`src/rtl/multichannel_sample_player_pkg.sv`:
```
// Shared constants and helpers for the multichannel sample player.
package multichannel_sample_player_pkg;

    localparam int UNDERRUN_HOLD = 0;
    localparam int UNDERRUN_ZERO = 1;

    // Upper bounds for the generic channel slice helper.
    localparam int MAX_CHANNELS = 8;
    localparam int MAX_IN_WIDTH = 64;
    localparam int MAX_FRAME_W  = MAX_CHANNELS * MAX_IN_WIDTH;

    // Extract channel k (width w) from a packed frame, channel 0 in the LSBs.
    function automatic logic [MAX_IN_WIDTH-1:0] chan_slice(
        input logic [MAX_FRAME_W-1:0] frame,
        input int                     k,
        input int                     w
    );
        logic [MAX_FRAME_W-1:0]  shifted;
        logic [MAX_IN_WIDTH-1:0] mask;
        shifted    = frame >> (k * w);
        mask       = {MAX_IN_WIDTH{1'b1}} >> (MAX_IN_WIDTH - w);
        chan_slice = shifted[MAX_IN_WIDTH-1:0] & mask;
    endfunction

endpackage

```
`src/rtl/multichannel_sample_player_if.sv`:
```
// Frame ingress handshake: producer drives frame/valid, player returns ready.
interface multichannel_sample_player_if #(
    parameter int CHANNELS = 2,
    parameter int IN_WIDTH = 32
);
    logic [CHANNELS*IN_WIDTH-1:0] in_frame;
    logic                         in_valid;
    logic                         in_ready;

    modport master (output in_frame, output in_valid, input in_ready);
    modport slave  (input in_frame, input in_valid, output in_ready);
endinterface

```
`src/rtl/multichannel_sample_player_sample_frame_fifo.sv`:
```
// Synchronous frame FIFO with wrap-bit pointers and an occupancy output.
// Latency: written entry visible at the head on the edge after the push.
// Backpressure: full blocks pushes; pops on empty are ignored.
module sample_frame_fifo #(
    parameter int WIDTH = 64,
    parameter int DEPTH = 16
) (
    input  logic                     clock,
    input  logic                     reset_n,
    input  logic                     push_vld,
    input  logic [WIDTH-1:0]         push_dat,
    input  logic                     pop_vld,
    output logic [WIDTH-1:0]         pop_dat,
    output logic [$clog2(DEPTH):0]   level,
    output logic                     full,
    output logic                     empty
);
    localparam int AW = $clog2(DEPTH);

    logic [WIDTH-1:0] mem [DEPTH];
    logic [AW:0]      wr_ptr_q, wr_ptr_d;
    logic [AW:0]      rd_ptr_q, rd_ptr_d;
    logic             push_ok;
    logic             pop_ok;

    // Same index, different wrap bit means the FIFO has lapped itself.
    assign empty   = (wr_ptr_q == rd_ptr_q);
    assign full    = (wr_ptr_q[AW-1:0] == rd_ptr_q[AW-1:0]) && (wr_ptr_q[AW] != rd_ptr_q[AW]);
    assign level   = wr_ptr_q - rd_ptr_q;
    assign push_ok = push_vld && !full;
    assign pop_ok  = pop_vld && !empty;
    assign pop_dat = mem[rd_ptr_q[AW-1:0]];

    always_comb begin
        wr_ptr_d = wr_ptr_q;
        rd_ptr_d = rd_ptr_q;
        if (push_ok) wr_ptr_d = wr_ptr_q + 1'b1;
        if (pop_ok)  rd_ptr_d = rd_ptr_q + 1'b1;
    end

    always_ff @(posedge clock or negedge reset_n) begin
        if (!reset_n) begin
            wr_ptr_q <= '0;
            rd_ptr_q <= '0;
        end else begin
            wr_ptr_q <= wr_ptr_d;
            rd_ptr_q <= rd_ptr_d;
        end
    end

    always_ff @(posedge clock) begin
        if (push_ok) mem[wr_ptr_q[AW-1:0]] <= push_dat;
    end

endmodule

```
`src/rtl/multichannel_sample_player.sv`:
```
// Buffers N-channel frames and plays them out once every DIVIDER enabled cycles.
// Latency: frame pushed at edge t pops on the first tick edge at or after t+1.
// Backpressure: in_ready low while the FIFO is full, regardless of a same-cycle pop.
module multichannel_sample_player
    import multichannel_sample_player_pkg::*;
#(
    parameter int CHANNELS      = 2,
    parameter int IN_WIDTH      = 32,
    parameter int OUT_WIDTH     = 24,
    parameter int DEPTH         = 16,
    parameter int DIVIDER       = 4,
    parameter int UNDERRUN_MODE = UNDERRUN_HOLD
) (
    input  logic                          clock,
    input  logic                          reset_n,
    input  logic                          enable,
    multichannel_sample_player_if.slave   in_if,
    output logic [CHANNELS*OUT_WIDTH-1:0] audio_out,
    output logic                          out_strobe,
    output logic                          underrun,
    output logic [15:0]                   underrun_count,
    output logic [$clog2(DEPTH):0]        level
);
    localparam int FRAME_W = CHANNELS * IN_WIDTH;
    localparam int LVL_W   = $clog2(DEPTH) + 1;
    localparam int DIV_W   = (DIVIDER > 1) ? $clog2(DIVIDER) : 1;

    logic [DIV_W-1:0]              div_q, div_d;
    logic [CHANNELS*OUT_WIDTH-1:0] audio_q, audio_d;
    logic                          strobe_q, strobe_d;
    logic                          underrun_q, underrun_d;
    logic [15:0]                   urun_cnt_q, urun_cnt_d;

    logic                          tick;
    logic                          push;
    logic                          pop;
    logic [FRAME_W-1:0]            head_dat;
    logic [LVL_W-1:0]              fifo_level;
    logic                          fifo_full;
    logic                          fifo_empty;
    logic [CHANNELS*OUT_WIDTH-1:0] trunc_frame;
    logic [MAX_IN_WIDTH-1:0]       samp;

    assign tick         = enable && (div_q == DIV_W'(DIVIDER - 1));
    assign in_if.in_ready = !fifo_full;
    assign push         = in_if.in_valid && !fifo_full;
    assign pop          = tick && !fifo_empty;

    sample_frame_fifo #(
        .WIDTH (FRAME_W),
        .DEPTH (DEPTH)
    ) u_fifo (
        .clock    (clock),
        .reset_n  (reset_n),
        .push_vld (push),
        .push_dat (in_if.in_frame),
        .pop_vld  (pop),
        .pop_dat  (head_dat),
        .level    (fifo_level),
        .full     (fifo_full),
        .empty    (fifo_empty)
    );

    // Keep the top OUT_WIDTH bits of each channel: plain truncation, no rounding.
    always_comb begin
        trunc_frame = '0;
        samp        = '0;
        for (int k = 0; k < CHANNELS; k++) begin
            samp = chan_slice(MAX_FRAME_W'(head_dat), k, IN_WIDTH);
            trunc_frame[k*OUT_WIDTH +: OUT_WIDTH] = samp[IN_WIDTH-1 -: OUT_WIDTH];
        end
    end

    always_comb begin
        div_d      = div_q;
        audio_d    = audio_q;
        strobe_d   = tick;
        underrun_d = underrun_q;
        urun_cnt_d = urun_cnt_q;
        if (enable) begin
            div_d = tick ? '0 : div_q + 1'b1;
        end
        if (pop) begin
            audio_d = trunc_frame;
        end else if (tick) begin
            // A push landing on this same edge still counts as an underrun.
            if (UNDERRUN_MODE == UNDERRUN_ZERO) audio_d = '0;
            underrun_d = 1'b1;
            if (urun_cnt_q != 16'hFFFF) urun_cnt_d = urun_cnt_q + 16'd1;
        end
    end

    always_ff @(posedge clock or negedge reset_n) begin
        if (!reset_n) begin
            div_q      <= '0;
            audio_q    <= '0;
            strobe_q   <= 1'b0;
            underrun_q <= 1'b0;
            urun_cnt_q <= '0;
        end else begin
            div_q      <= div_d;
            audio_q    <= audio_d;
            strobe_q   <= strobe_d;
            underrun_q <= underrun_d;
            urun_cnt_q <= urun_cnt_d;
        end
    end

    assign audio_out      = audio_q;
    assign out_strobe     = strobe_q;
    assign underrun       = underrun_q;
    assign underrun_count = urun_cnt_q;
    assign level          = fifo_level;

endmodule

```
`src/flat_wrapper.sv`:
```
// flat-port wrapper written by rule: the top's interface ports become plain ports
module multichannel_sample_player_flat import multichannel_sample_player_pkg::*;
#(
    parameter int CHANNELS      = 2,
    parameter int IN_WIDTH      = 32,
    parameter int OUT_WIDTH     = 24,
    parameter int DEPTH         = 16,
    parameter int DIVIDER       = 4,
    parameter int UNDERRUN_MODE = UNDERRUN_HOLD
)
  (clock, reset_n, enable, audio_out, out_strobe, underrun, underrun_count, level, in_if_in_frame, in_if_in_valid, in_if_in_ready);
  multichannel_sample_player_if #(.CHANNELS(CHANNELS), .IN_WIDTH(IN_WIDTH)) in_if_i ();
  input  logic clock;
  input  logic reset_n;
  input  logic enable;
  output logic [CHANNELS*OUT_WIDTH-1:0] audio_out;
  output logic out_strobe;
  output logic underrun;
  output logic [15:0] underrun_count;
  output logic [$clog2(DEPTH):0] level;
  input wire logic [$bits(in_if_i.in_frame)-1:0] in_if_in_frame;
  input wire logic [$bits(in_if_i.in_valid)-1:0] in_if_in_valid;
  output wire logic [$bits(in_if_i.in_ready)-1:0] in_if_in_ready;
  assign in_if_i.in_frame = in_if_in_frame;
  assign in_if_i.in_valid = in_if_in_valid;
  assign in_if_in_ready = in_if_i.in_ready;
  multichannel_sample_player #(.CHANNELS(CHANNELS), .IN_WIDTH(IN_WIDTH), .OUT_WIDTH(OUT_WIDTH), .DEPTH(DEPTH), .DIVIDER(DIVIDER), .UNDERRUN_MODE(UNDERRUN_MODE)) u_core (.clock(clock), .reset_n(reset_n), .enable(enable), .in_if(in_if_i), .audio_out(audio_out), .out_strobe(out_strobe), .underrun(underrun), .underrun_count(underrun_count), .level(level));
endmodule
```
`config.mk`:
```
export PLATFORM = sky130hd
export DESIGN_NAME = multichannel_sample_player_flat
export DESIGN_NICKNAME = d
export VERILOG_FILES = /design/src/rtl/multichannel_sample_player_pkg.sv /design/src/rtl/multichannel_sample_player_if.sv /design/src/rtl/multichannel_sample_player_sample_frame_fifo.sv /design/src/rtl/multichannel_sample_player.sv /design/src/flat_wrapper.sv
export SDC_FILE = /design/constraint.sdc
export NUM_CORES = 1
export LEC_CHECK = 0
export ABC_AREA = 0
export CORE_ASPECT_RATIO = 0.9
export CORE_MARGIN = 2
export CORE_UTILIZATION = 35
export DETAILED_ROUTE_END_ITERATION = 10
export PLACE_DENSITY = 0.58
export SLEW_MARGIN = 25
export SYNTH_ARGS = -nofsm -noshare
export SYNTH_HDL_FRONTEND = slang
export SYNTH_SLANG_ARGS = --single-unit
```
`constraint.sdc`:
```
create_clock -name clock -period 5.4 [get_ports clock]
set_input_delay 1.08 -clock clock [delete_from_list [all_inputs] [get_ports clock]]
set_output_delay 1.08 -clock clock [all_outputs]
set_load 0.01 [all_outputs]
```
# Yosys cells after proc, flatten, opt, wreduce, memory -nomap -nowiden
# Memory sizes are Yosys's and may differ from the RTL's. A register that Yosys moved wholly into a read port is not among the register bits.
# Cells that the tools add are included.
# Widths: inputs -> output; s select.
# classes
n_eq_ne	5
bitwise	1
add_sub_neg	5
reduce_logical	11
mux	3
# ops
cell	n
$add 16x1->16 const B	1
$ne 16x16->1 const B	1
$add 5x1->5 const B	2
$logic_and 1x1->1	6
$eq 5x5->1	1
$sub 5x5->5	1
$eq 4x4->1	1
$logic_not 1->1	3
$reduce_and 3->1	1
$add 2x1->2 const B	1
$eq 2x2->1 const B	1
$mux 1	2
$mux 2	1
$reduce_and 2->1	1
$ne 1x1->1	1
$not 1->1	1
# totals
input_bits	68
mem_count	1
elab_cells	32
ramBits	1024
ff_bits	30
output_inout_bits	72
# memory_table
name	words	width	rd	rd_ports_with_merged_regs	write_ports	line_no	text
u_core.u_fifo.mem	16	64	1	1	1	multichannel_sample_player_sample_frame_fifo.sv:20	logic [WIDTH-1:0] mem [DEPTH];

# Depth between registers and ports, before layout
# Gate-level depths: netlist of the first run.
# depth
ltp_word	7
depth_mapped	13
ltp_nobuf	7

# By module
# From an unflattened synthesis of the first run, not the netlist that was laid out.
# unflattened
cells_unflattened	1972
area_unflattened_um2	42593.4
# by_module_without_submodules
mod	seq_area_each_um2	cells_each	n_inst	area_per_inst_um2
sample_frame_fifo	30999.7	1787	1	39806.9
multichannel_sample_player	1701.6	185	1	2786.4

# Worst setup path before layout of the first run
# OpenSTA, ideal clock, no wires.
# synth_path
path_type	register -> register
startpoint	reg u_core.u_fifo.rd_ptr_q[1]
endpoint	mem u_core.u_fifo.mem[3][10] (enable)
synth_period_minus_slack_ns	5.938
t_required_ns	4.887
setup_time_ns	0.513
path_buffers	5
path_stages_with_launch	12
t_arrival_ns	5.425
slack_ns	-0.538
path_cell_list	dfrtp_1 buf_6 buf_6 buf_6 buf_4 inv_1 ha_1 and4_1 buf_2 a21boi_2 nand2_1 nor3_1
# synth_between
elab_chain_len	7
# synth_rtl
item	line_no	text
start, declared	multichannel_sample_player_sample_frame_fifo.sv:22	logic [AW:0] rd_ptr_q, rd_ptr_d;
start signal, assigned	multichannel_sample_player_sample_frame_fifo.sv:47	rd_ptr_q <= rd_ptr_d;
$eq 4x4->1 *	multichannel_sample_player_sample_frame_fifo.sv:28	assign full = (wr_ptr_q[AW-1:0] == rd_ptr_q[AW-1:0]) && (wr_ptr_q[AW] != rd_ptr_q[AW]);
$logic_and 1x1->1 *	multichannel_sample_player_sample_frame_fifo.sv:28	
$logic_not 1->1 *	multichannel_sample_player_sample_frame_fifo.sv:30, multichannel_sample_player.sv:46	
$logic_and 1x1->1	multichannel_sample_player.sv:46	assign push = in_if.in_valid && !fifo_full;
$logic_and 1x1->1 *	multichannel_sample_player_sample_frame_fifo.sv:30	assign push_ok = push_vld && !full;
$mux 1 *	multichannel_sample_player_sample_frame_fifo.sv:52	if (push_ok) mem[wr_ptr_q[AW-1:0]] <= push_dat;
$mux 1 (not written as such) *	multichannel_sample_player_sample_frame_fifo.sv:52	
end, declared	multichannel_sample_player_sample_frame_fifo.sv:20	
# Every way passes the cells marked *; elsewhere a longest branch is shown, timed or not.

# Worst setup path in the final report of the first run
# layout_path
startpoint	reg u_core.u_fifo.rd_ptr_q[1]
endpoint	out level[4]
# layout_between
elab_chain_len	1
# layout_rtl
item	line_no	text
$sub 5x5->5	multichannel_sample_player_sample_frame_fifo.sv:29	assign level = wr_ptr_q - rd_ptr_q;
end, declared	flat_wrapper.sv:20	output logic [$clog2(DEPTH):0] level;
# Every way passes these cells.

==> results of run 1 <==
worst max-delay path, cell delays in order, from the launching register on:
cell             delay, ns
dfrtp_4               0.83
inv_1                 0.23
fa_1                  0.48
a21o_1                0.18
a21oi_1               0.21
xnor2_1               0.18
clkdlybuf4s50_1       0.58
power breakdown:
part	leakage (nW)	total (mW)	switching [mW]	internal (mW)
Combinational	3.47	5.33	3.14	2.19
Clock	1.44	6.04	2.54	3.50
Sequential	7.85	8.41	0.418	7.99
cells in the final DEF, fill, tap and decap left out, types with 9 or more instances in the layout:
cell type | netlist | routed
o22ai_1 | 95 | 95
clkinv_2 | 0 | 15
nor2_4 | 0 | 12
clkinv_1 | 0 | 9
mux2i_1 | 289 | 289
xnor2_1 | 14 | 14
clkbuf_1 | 27 | 25
clkbuf_8 | 0 | 11
dfrtp_1 | 78 | 74
nand2_1 | 13 | 13
buf_4 | 15 | 32
mux4_2 | 48 | 48
ha_1 | 11 | 11
clkbuf_16 | 0 | 88
nand4_1 | 11 | 11
o21ai_0 | 33 | 33
a31oi_1 | 48 | 48
a221oi_1 | 48 | 48
nor2_1 | 110 | 99
edfxtp_1 | 768 | 768
clkdlybuf4s50_1 | 0 | 122
o21ai_1 | 17 | 17
xor2_1 | 11 | 11
flip-flops by register name, indices dropped and copies added, names as in the netlist:
name,cells
u_core.audio_out,48
u_core.div_q,2
u_core.out_strobe,1
u_core.u_fifo.mem,768
u_core.u_fifo.rd_ptr_q,5
u_core.u_fifo.wr_ptr_q,5
u_core.underrun,1
u_core.underrun_count,16
layer usage:
layer	GRT usage	part of all wire	vias to the layer above
met1	0.2208	0.45	8672
li1	-	-	7378
met3	0.03396	0.062	107
met5	0	0.00034	-
met2	0.2527	0.46	488
met4	0.03878	0.019	4
worst min path at each step:
| stage | start | to | slack, ns | depth (start not counted) |
|---|---|---|---|---|
| final | reset_n | u_core.audio_out[25] | 0.47 | 1 |
| after global routing | reset_n | u_core.audio_out[26] | 0.49 | 1 |
| after CTS | u_core.underrun | u_core.underrun | 0.49 | 1 |
| after detailed placement | u_core.underrun | u_core.underrun | 0.47 | 1 |
| after global placement | u_core.underrun | u_core.underrun | 0.46 | 1 |
| after floorplan | u_core.div_q[0] | u_core.div_q[0] | 0.46 | 1 |
logic make-up (layout without fill, tap and decap cells):
kind of cell / Yosys count / in the layout / share of synthesized area
AOI/OAI and AO/OA: 248 / 248 / 0.04993
xor gates and xnor gates: 26 / 26 / 0.007227
adders and majority gates: 12 / 12 / 0.004844
buffers and inverters: 110 / 340 / 0.01995
DFF: 846 / 846 / 0.7685
muxes: 341 / 341 / 0.1235
and+or+nand+nor: 176 / 176 / 0.02606
final cells by class:
| cell class | count | area [um^2] |
|---|---|---|
| Sequential cell | 846 | 25030 |
| Timing Repair Buffer | 166 | 1699 |
| Inverter | 9 | 33.78 |
| Tap cell | 1242 | 1554 |
| Clock buffer | 124 | 2447 |
| Clock inverter | 41 | 511.7 |
| Fill cell | 8193 | 54270 |
| Multi-Input combinational cell | 803 | 7033 |
stage by stage:
stage | hold slack [ns] | utilization | instance area (um^2) | total power [mW] | setup WS (ns)
finish | 0.4687 | 0.4138 | 38310 | 19.78 | 1.010
global route | 0.4934 | 0.4138 | 38310 | 20.66 | 0.8531
CTS | 0.4876 | 0.4137 | 38300 | 20.00 | 0.9431
detailed placement | 0.4687 | 0.3818 | 35340 | 13.95 | 1.493
global placement | 0.4600 | 0.3811 | 35280 | 13.82 | 1.555
floorplan | 0.4569 | - | 32570 | 11.88 | 0.7470
==> flow_summary.yaml, run 1 <==
status:
  status: "completed"
floorplanning:
  dieArea_um2: 95460
  rows: 106
  ios: 140
  die_h_um: 293.3
  coreArea_um2: 92570
  die_w_um: 325.5
  initial_core_util: 0.3516
worst_setup_path:
  required_ns: 4.32
  rrSetupSlack_ns: 1.49
  arrival_ns: 3.31
  timing.rr.start: "u_core.u_fifo.rd_ptr_q[1]"
  criticalPathCategory: "reg -> out"
  worst_setup_path_start_kind: "flop"
  timing.rr.end: "u_core.u_fifo.mem[10][20]"
  ff2ff_path_depth: 7
  cp-endpoint: "level[4]"
  endpoint_kind: "primary output"
  cp_max_fo: 32
  startpoint: "u_core.u_fifo.rd_ptr_q[1]"
synth:
  synth_flop_cell: "edfxtp_1"
  seq_area_frac_synth: 0.7685
  yosys_warnings: 0
  async_reset_ff_frac: 0.09220
  synth_common_cells: "768 x edfxtp_1, 289 x mux2i_1, 110 x nor2_1"
  syn_inst: 1759
  yosysTopAreaCell: "edfxtp_1"
  synth_most_common_cell: "edfxtp_1"
  yosys-top-cells-area: "edfxtp_1 71%, mux2i_1 8.9%, dfrtp_1 6.0%, mux4_2 3.3%, o22ai_1 1.8%"
  yosys.area.top_type_share: 0.7085
  synth_edf_count: 768
  synth.distinct_cells: 48
  synth_nets: 1839
  avgSynthCellArea_um2: 18.50
  synth.cell_area_um2: 32550
  ys_ff_latch: 846
pwr:
  vdd_drop_max_mv: 0.3024
  pwr_density_cell_nw_per_um2: 516.3
  leakagePower_nw: 12.76
drt:
  drc: 0
  wire_per_inst_um: 23.65
  dr.first_iter.drc_count: 1306
  postRouteAntennaNets: 0
  drt_pass1_iterations: 5
  wirelength_um: 76420
  via_count: 16650
  routed_via_density: 5.153
sta:
  maxSlewHeadroom: 0.3524
  finalSetupViolCount: 0
  period_share: 0.8129
  tightest_slew_ns: 0.9714
  fin_tns_setup_ns: 0
  rsz0062_at_grt: "false"
  fin_crit_ns: 4.390
  fmax_mhz: 227.8
  maxSlewViolCount: 0
  skew_ns: 0.04918
  finalHoldViolCount: 0
clock_tree:
  htreeDepth: 3
  clockBufferDepth: 3
  root_buffer: "clkbuf_16"
  cts_buffers: 88
  cts_tree: "built"
  ctsHoldBuffers: 0
  clk_pin_slew_ns: 0.06
  post_cts_resized: 0
  post-cts-setup-buffer-count: 0
  clock_latency_ns: 0.67
  numClockSinks: 846
finish:
  antenna_cells: 0
  layout-drive-gt1-share: 0.1307
  layout.cells.non_filler: 3231
  nNetsFinal: 1994
  syn_to_final_growth_pct: 17.69
global_route:
  grt-ovfl-total: 0
  antenna_found_initial: 3
  grt_max_degree: 60
  grtUsageTotal: 0.1580
  grt_pass1_wl_um: 112400
  grt_pass1_vias: 17030
flow_run:
  maxCapViolCount: 0
placed_design:
  numPortBuffers: 123
  place_inst: 3066
  dp_hpwl_um: 40370
  place.gp.congestion: 0.7480
hold_path:
  hold_class: "in -> async"
Note: power is estimated with default switching activity, not from simulation.
==> run 2, diff against run 1 <==
PLACE_DENSITY = 0.56   (was 0.58)
clock period = 4.1 ns   (was 5.4 ns; I/O delays follow)
==> run 2 against run 1 <==
  * Die area did not move
  * Non-clock buffer count rose by 9
  * Core utilization barely moved
  * Final area barely moved
  * Sequential share of layout area barely moved
  * Sequential power rose by 31%
  * Register-to-register slack got worse by 0.88 ns
  * Critical path depth rose by 2
  * Worst setup slack got worse by 0.72 ns
  * Combinational power rose by 32%
  * Via count rose by 0.18%
==> flow_summary.yaml, run 2 (synthesized netlist as in run 1, its figures left out) <==
global_route:
  grt-ovfl-total: 0
  grtUsageTotal: 0.1567
  grt_pass1_wl_um: 111100
  grt_max_degree: 103
  grt_pass1_vias: 17040
  antenna_found_initial: 5
clock_tree:
  root_buffer: "clkbuf_16"
  clk_pin_slew_ns: 0.06
  htreeDepth: 3
  ctsHoldBuffers: 0
  clockBufferDepth: 3
  post-cts-setup-buffer-count: 0
  post_cts_resized: 0
  clock_latency_ns: 0.65
  cts_buffers: 86
  numClockSinks: 846
  cts_tree: "built"
pwr:
  pwr_density_cell_nw_per_um2: 675.6
  leakagePower_nw: 12.79
  total_power_mw: 25.90
  vdd_drop_max_mv: 0.4852
floorplanning:
  rows: 106
  die_w_um: 325.5
  dieArea_um2: 95460
  ios: 140
  coreArea_um2: 92570
  die_h_um: 293.3
  initial_core_util: 0.3516
finish:
  syn_to_final_growth_pct: 17.78
  largest_reg_flops: 768
  nNetsFinal: 2001
  antenna_cells: 0
  layout-drive-gt1-share: 0.1339
  layout_common_cells: "768 x edfxtp_1, 289 x mux2i_1, 122 x clkdlybuf4s50_1"
  final_cell_area_um2: 38330
  postLayoutCoreUtil: 0.4141
  layout.cells.non_filler: 3236
  mostFrequentLayoutCell: "edfxtp_1"
sta:
  tightest_slew_ns: 0.9530
  rsz0062_at_grt: "false"
  finalSetupViolCount: 0
  finalHoldViolCount: 0
  fin_ws_ns: 0.2928
  maxSlewViolCount: 0
  skew_ns: 0.03656
  period_share: 0.9286
  holdWs_ns: 0.2175
  fmax_mhz: 262.7
  fin_tns_setup_ns: 0
  fin_crit_ns: 3.807
  maxSlewHeadroom: 0.3646
drt:
  drc: 0
  wire_per_inst_um: 23.24
  dr.first_iter.drc_count: 1160
  postRouteAntennaNets: 0
  via_count: 16680
  drt_pass1_iterations: 5
  wirelength_um: 75210
  routed_via_density: 5.154
placed_design:
  dpl-instance-area_um2: 35470
  place.gp.congestion: 0.7381
  numPortBuffers: 123
  place_inst: 3075
  place_ws_ns: 0.6403
  dp_hpwl_um: 40860
status:
  status: "completed"
worst_setup_path:
  required_ns: 3.28
  criticalPathCategory: "reg -> out"
  arrival_ns: 2.99
  endpoint_kind: "primary output"
  cp_max_fo: 4
  ff2ff_path_depth: 6
  worst_setup_path_start_kind: "flop"
flow_run:
  maxCapViolCount: 0
hold_path:
  hold_class: "in -> async"
run 2: changes by cell type in the layout (fill, tap and decap cells not counted), moves of 4 or more:
cell | before | now
buf_4 | 32 | 36
clkbuf_8 | 11 | 4
buf_12 | 8 | 16
clkbuf_1 | 25 | 15
clkinv_2 | 15 | 20
clkinv_1 | 9 | 17
clkinv_16 | 5 | 1
run 2: path summary, 6_finish.rpt:
check,from,end,slack (ns)
worst max-delay path,u_core.u_fifo.wr_ptr_q[0],level[4],0.29
worst min-delay path,reset_n,u_core.audio_out[4],0.22
worst max register to register,u_core.u_fifo.wr_ptr_q[2],u_core.u_fifo.mem[9][56],0.61
worst min register to register,u_core.underrun,u_core.underrun,0.48
max in group asynchronous,reset_n,u_core.audio_out[17],3.03
min in group clock,u_core.underrun,u_core.underrun,0.48
run 2: power breakdown:
group          internal (mW)  switching [mW]  total (mW)
clock network           4.60            3.25        7.85
logic                   2.92            4.13        7.04
registers               10.5           0.493        11.0
total                   18.0            7.87        25.9
run 2: final cells by class:
cell class,instances,area [um^2]
Clock buffer,107,2313
Clock inverter,54,550.5
Fill cell,8270,54240
Inverter,9,33.78
Multi-Input combinational cell,803,7033
Sequential cell,846,25030
Tap cell,1242,1554
Timing Repair Buffer,175,1823
run 2: worst max-delay path, cell delays in order (launching register included):
cell and delay [ns]:
dfrtp_1 0.42, inv_1 0.18, ha_1 0.18, inv_1 0.06
fa_1 0.40, a21o_1 0.17, a21oi_1 0.21, xnor2_1 0.17
clkdlybuf4s50_1 0.58
run 2: metal layers:
metal,wire length (um),GRT usage,share of wire,up-vias
met5,34,0,0.00045,-
met4,1469,0.03822,0.020,6
met3,4001,0.02883,0.053,112
met2,34520,0.2473,0.46,432
met1,35190,0.2251,0.47,8729
li1,-,-,-,7400
==> run 3, diff against run 2 <==
CORE_UTILIZATION = 60   (was 35)
PLACE_DENSITY = 0.84   (was 0.56)
==> run 3 against run 2 <==
  * Clock power down 3.6%
  * Final area down 2.2%
  * Count of clock-buffer cells in the layout down 12
  * Critical path depth unchanged
  * Power down 0.61%
  * Combinational power up 2%
  * Non-clock buffer count down 5
  * Sequential cell count unchanged
  * Critical path type unchanged
  * Highest routed layer unchanged
==> flow_summary.yaml, run 3 (synthesized netlist as in run 1, its figures left out) <==
status:
  status: "completed"
worst_setup_path:
  endpoint_kind: "primary output"
  cpMostUsedCell: "inv_1"
  worst_setup_path_start_kind: "flop"
  timing.rr.start: "u_core.u_fifo.wr_ptr_q[2]"
  required_ns: 3.28
  max_stage_delay_ns: 0.57
  cp_max_fo: 4
  cp_cell_sequence: "inv_1 -> ha_1 -> inv_1 -> fa_1 -> a21o_1 -> a21oi_1 -> xnor2_1 -> clkdlybuf4s50_1"
  arrival_ns: 2.92
  criticalPathCategory: "reg -> out"
  ff2ff_path_depth: 6
  rrSetupSlack_ns: 0.63
  timing.rr.end: "u_core.u_fifo.mem[4][19]"
  critPathSlowestCell: "clkdlybuf4s50_1"
sta:
  fin_crit_ns: 3.738
  finalSetupViolCount: 0
  rsz0062_at_grt: "false"
  maxSlewHeadroom: 0.3506
  holdWs_ns: 0.1606
  skew_ns: 0.01790
  fmax_mhz: 267.5
  maxSlewViolCount: 0
  finalHoldViolCount: 0
  fin_tns_setup_ns: 0
  tightest_slew_ns: 0.9741
  period_share: 0.9117
clock_tree:
  clock_latency_ns: 0.62
  post_cts_resized: 0
  htreeDepth: 3
  clockBufferDepth: 3
  numClockSinks: 846
  ctsHoldBuffers: 0
  cts_buffers: 79
  post-cts-setup-buffer-count: 0
  clk_pin_slew_ns: 0.06
  root_buffer: "clkbuf_16"
  cts_tree: "built"
floorplanning:
  die_h_um: 225.0
  dieArea_um2: 56130
  initial_core_util: 0.6101
  coreArea_um2: 53350
  ios: 140
  die_w_um: 249.5
  rows: 80
pwr:
  vdd_drop_max_mv: 0.6691
  pwr_density_cell_nw_per_um2: 686.5
  leakagePower_nw: 12.70
global_route:
  antenna_found_initial: 3
  grt_pass1_wl_um: 110700
  grtUsageTotal: 0.2657
  grt_pass1_vias: 18300
  grt-ovfl-total: 0
  grt_max_degree: 102
drt:
  wire_per_inst_um: 27.60
  via_count: 17610
  drt_pass1_iterations: 6
  wirelength_um: 73770
  dr.first_iter.drc_count: 2067
  routed_via_density: 6.587
  postRouteAntennaNets: 0
  drc: 0
placed_design:
  dpl-instance-area_um2: 34740
  place.gp.congestion: 0.7506
  place_inst: 2523
  numPortBuffers: 123
  dp_hpwl_um: 37360
finish:
  layout_common_cells: "768 x edfxtp_1, 289 x mux2i_1, 122 x clkdlybuf4s50_1"
  mostFrequentLayoutCell: "edfxtp_1"
  syn_to_final_growth_pct: 15.19
  final_cell_area_um2: 37490
  largest_reg_flops: 768
  nNetsFinal: 1989
  layout.cells.non_filler: 2673
  layout-drive-gt1-share: 0.1302
hold_path:
  hold_class: "in -> async"
flow_run:
  maxCapViolCount: 0
run 3: cell count changes in the layout (fill, tap and decap cells not counted), sizes merged:
cell / before / now
clkinv: 39 / 37
clkinvlp: 4 / 1
bufinv: 9 / 11
buf: 53 / 48
clkbuf: 107 / 95
diode: 0 / 2
run 3: area by class of cell:
type	count	area [um^2]
flip-flops and latches	846	25030
repair buffers	170	1827
inverters	9	33.78
clock buffers	95	2151
diodes	2	5.005
multi-input cells	803	7033
fillers	3076	15860
clock inverters	51	545.5
well taps	697	872.1
run 3: how the worst max path moves through the flow:
stage / slack [ns] / startpoint / end
global route: 0.21 / u_core.u_fifo.wr_ptr_q[0] / level[4]
CTS: 0.35 / u_core.u_fifo.wr_ptr_q[0] / level[4]
detailed placement: 0.70 / u_core.u_fifo.wr_ptr_q[2] / u_core.u_fifo.mem[4][45]
global placement: 0.82 / u_core.u_fifo.wr_ptr_q[2] / u_core.u_fifo.mem[6][43]
finish: 0.36 / u_core.u_fifo.wr_ptr_q[0] / level[4]
floorplan: -0.55 / u_core.u_fifo.rd_ptr_q[1] / u_core.u_fifo.mem[7][10]
run 3: where the power goes:
part	switching (mW)	internal (mW)
Combinational	4.21	2.94
Sequential	0.508	10.5
Clock	3.12	4.45
Total	7.84	17.9
run 3: worst max-delay path, delay by kind of cell, from the launching register on:
kind | cells | cell delay (ns)
buffers and inverters | 3 | 0.81
DFF | 1 | 0.42
adders and majority gates | 2 | 0.59
AOI/OAI and AO/OA | 2 | 0.36
xor gates and xnor gates | 1 | 0.14
run 3: through the flow:
stage | power [mW] | setup slack (ns) | utilization
finish | 25.74 | 0.3621 | 0.7028
detailed placement | 18.12 | 0.7029 | 0.6512
floorplan | 15.64 | -0.5530 | -
global route | 26.62 | 0.2136 | 0.7027
global placement | 17.84 | 0.8158 | 0.6512
CTS | 25.72 | 0.3486 | 0.7018
run 3: routing by layer:
layer / GRT usage / wire length (um)
met2: 0.4396 / 36810
met4: 0.08842 / 1954
met3: 0.05717 / 7051
met1: 0.3570 / 27920
met5: 0 / 24
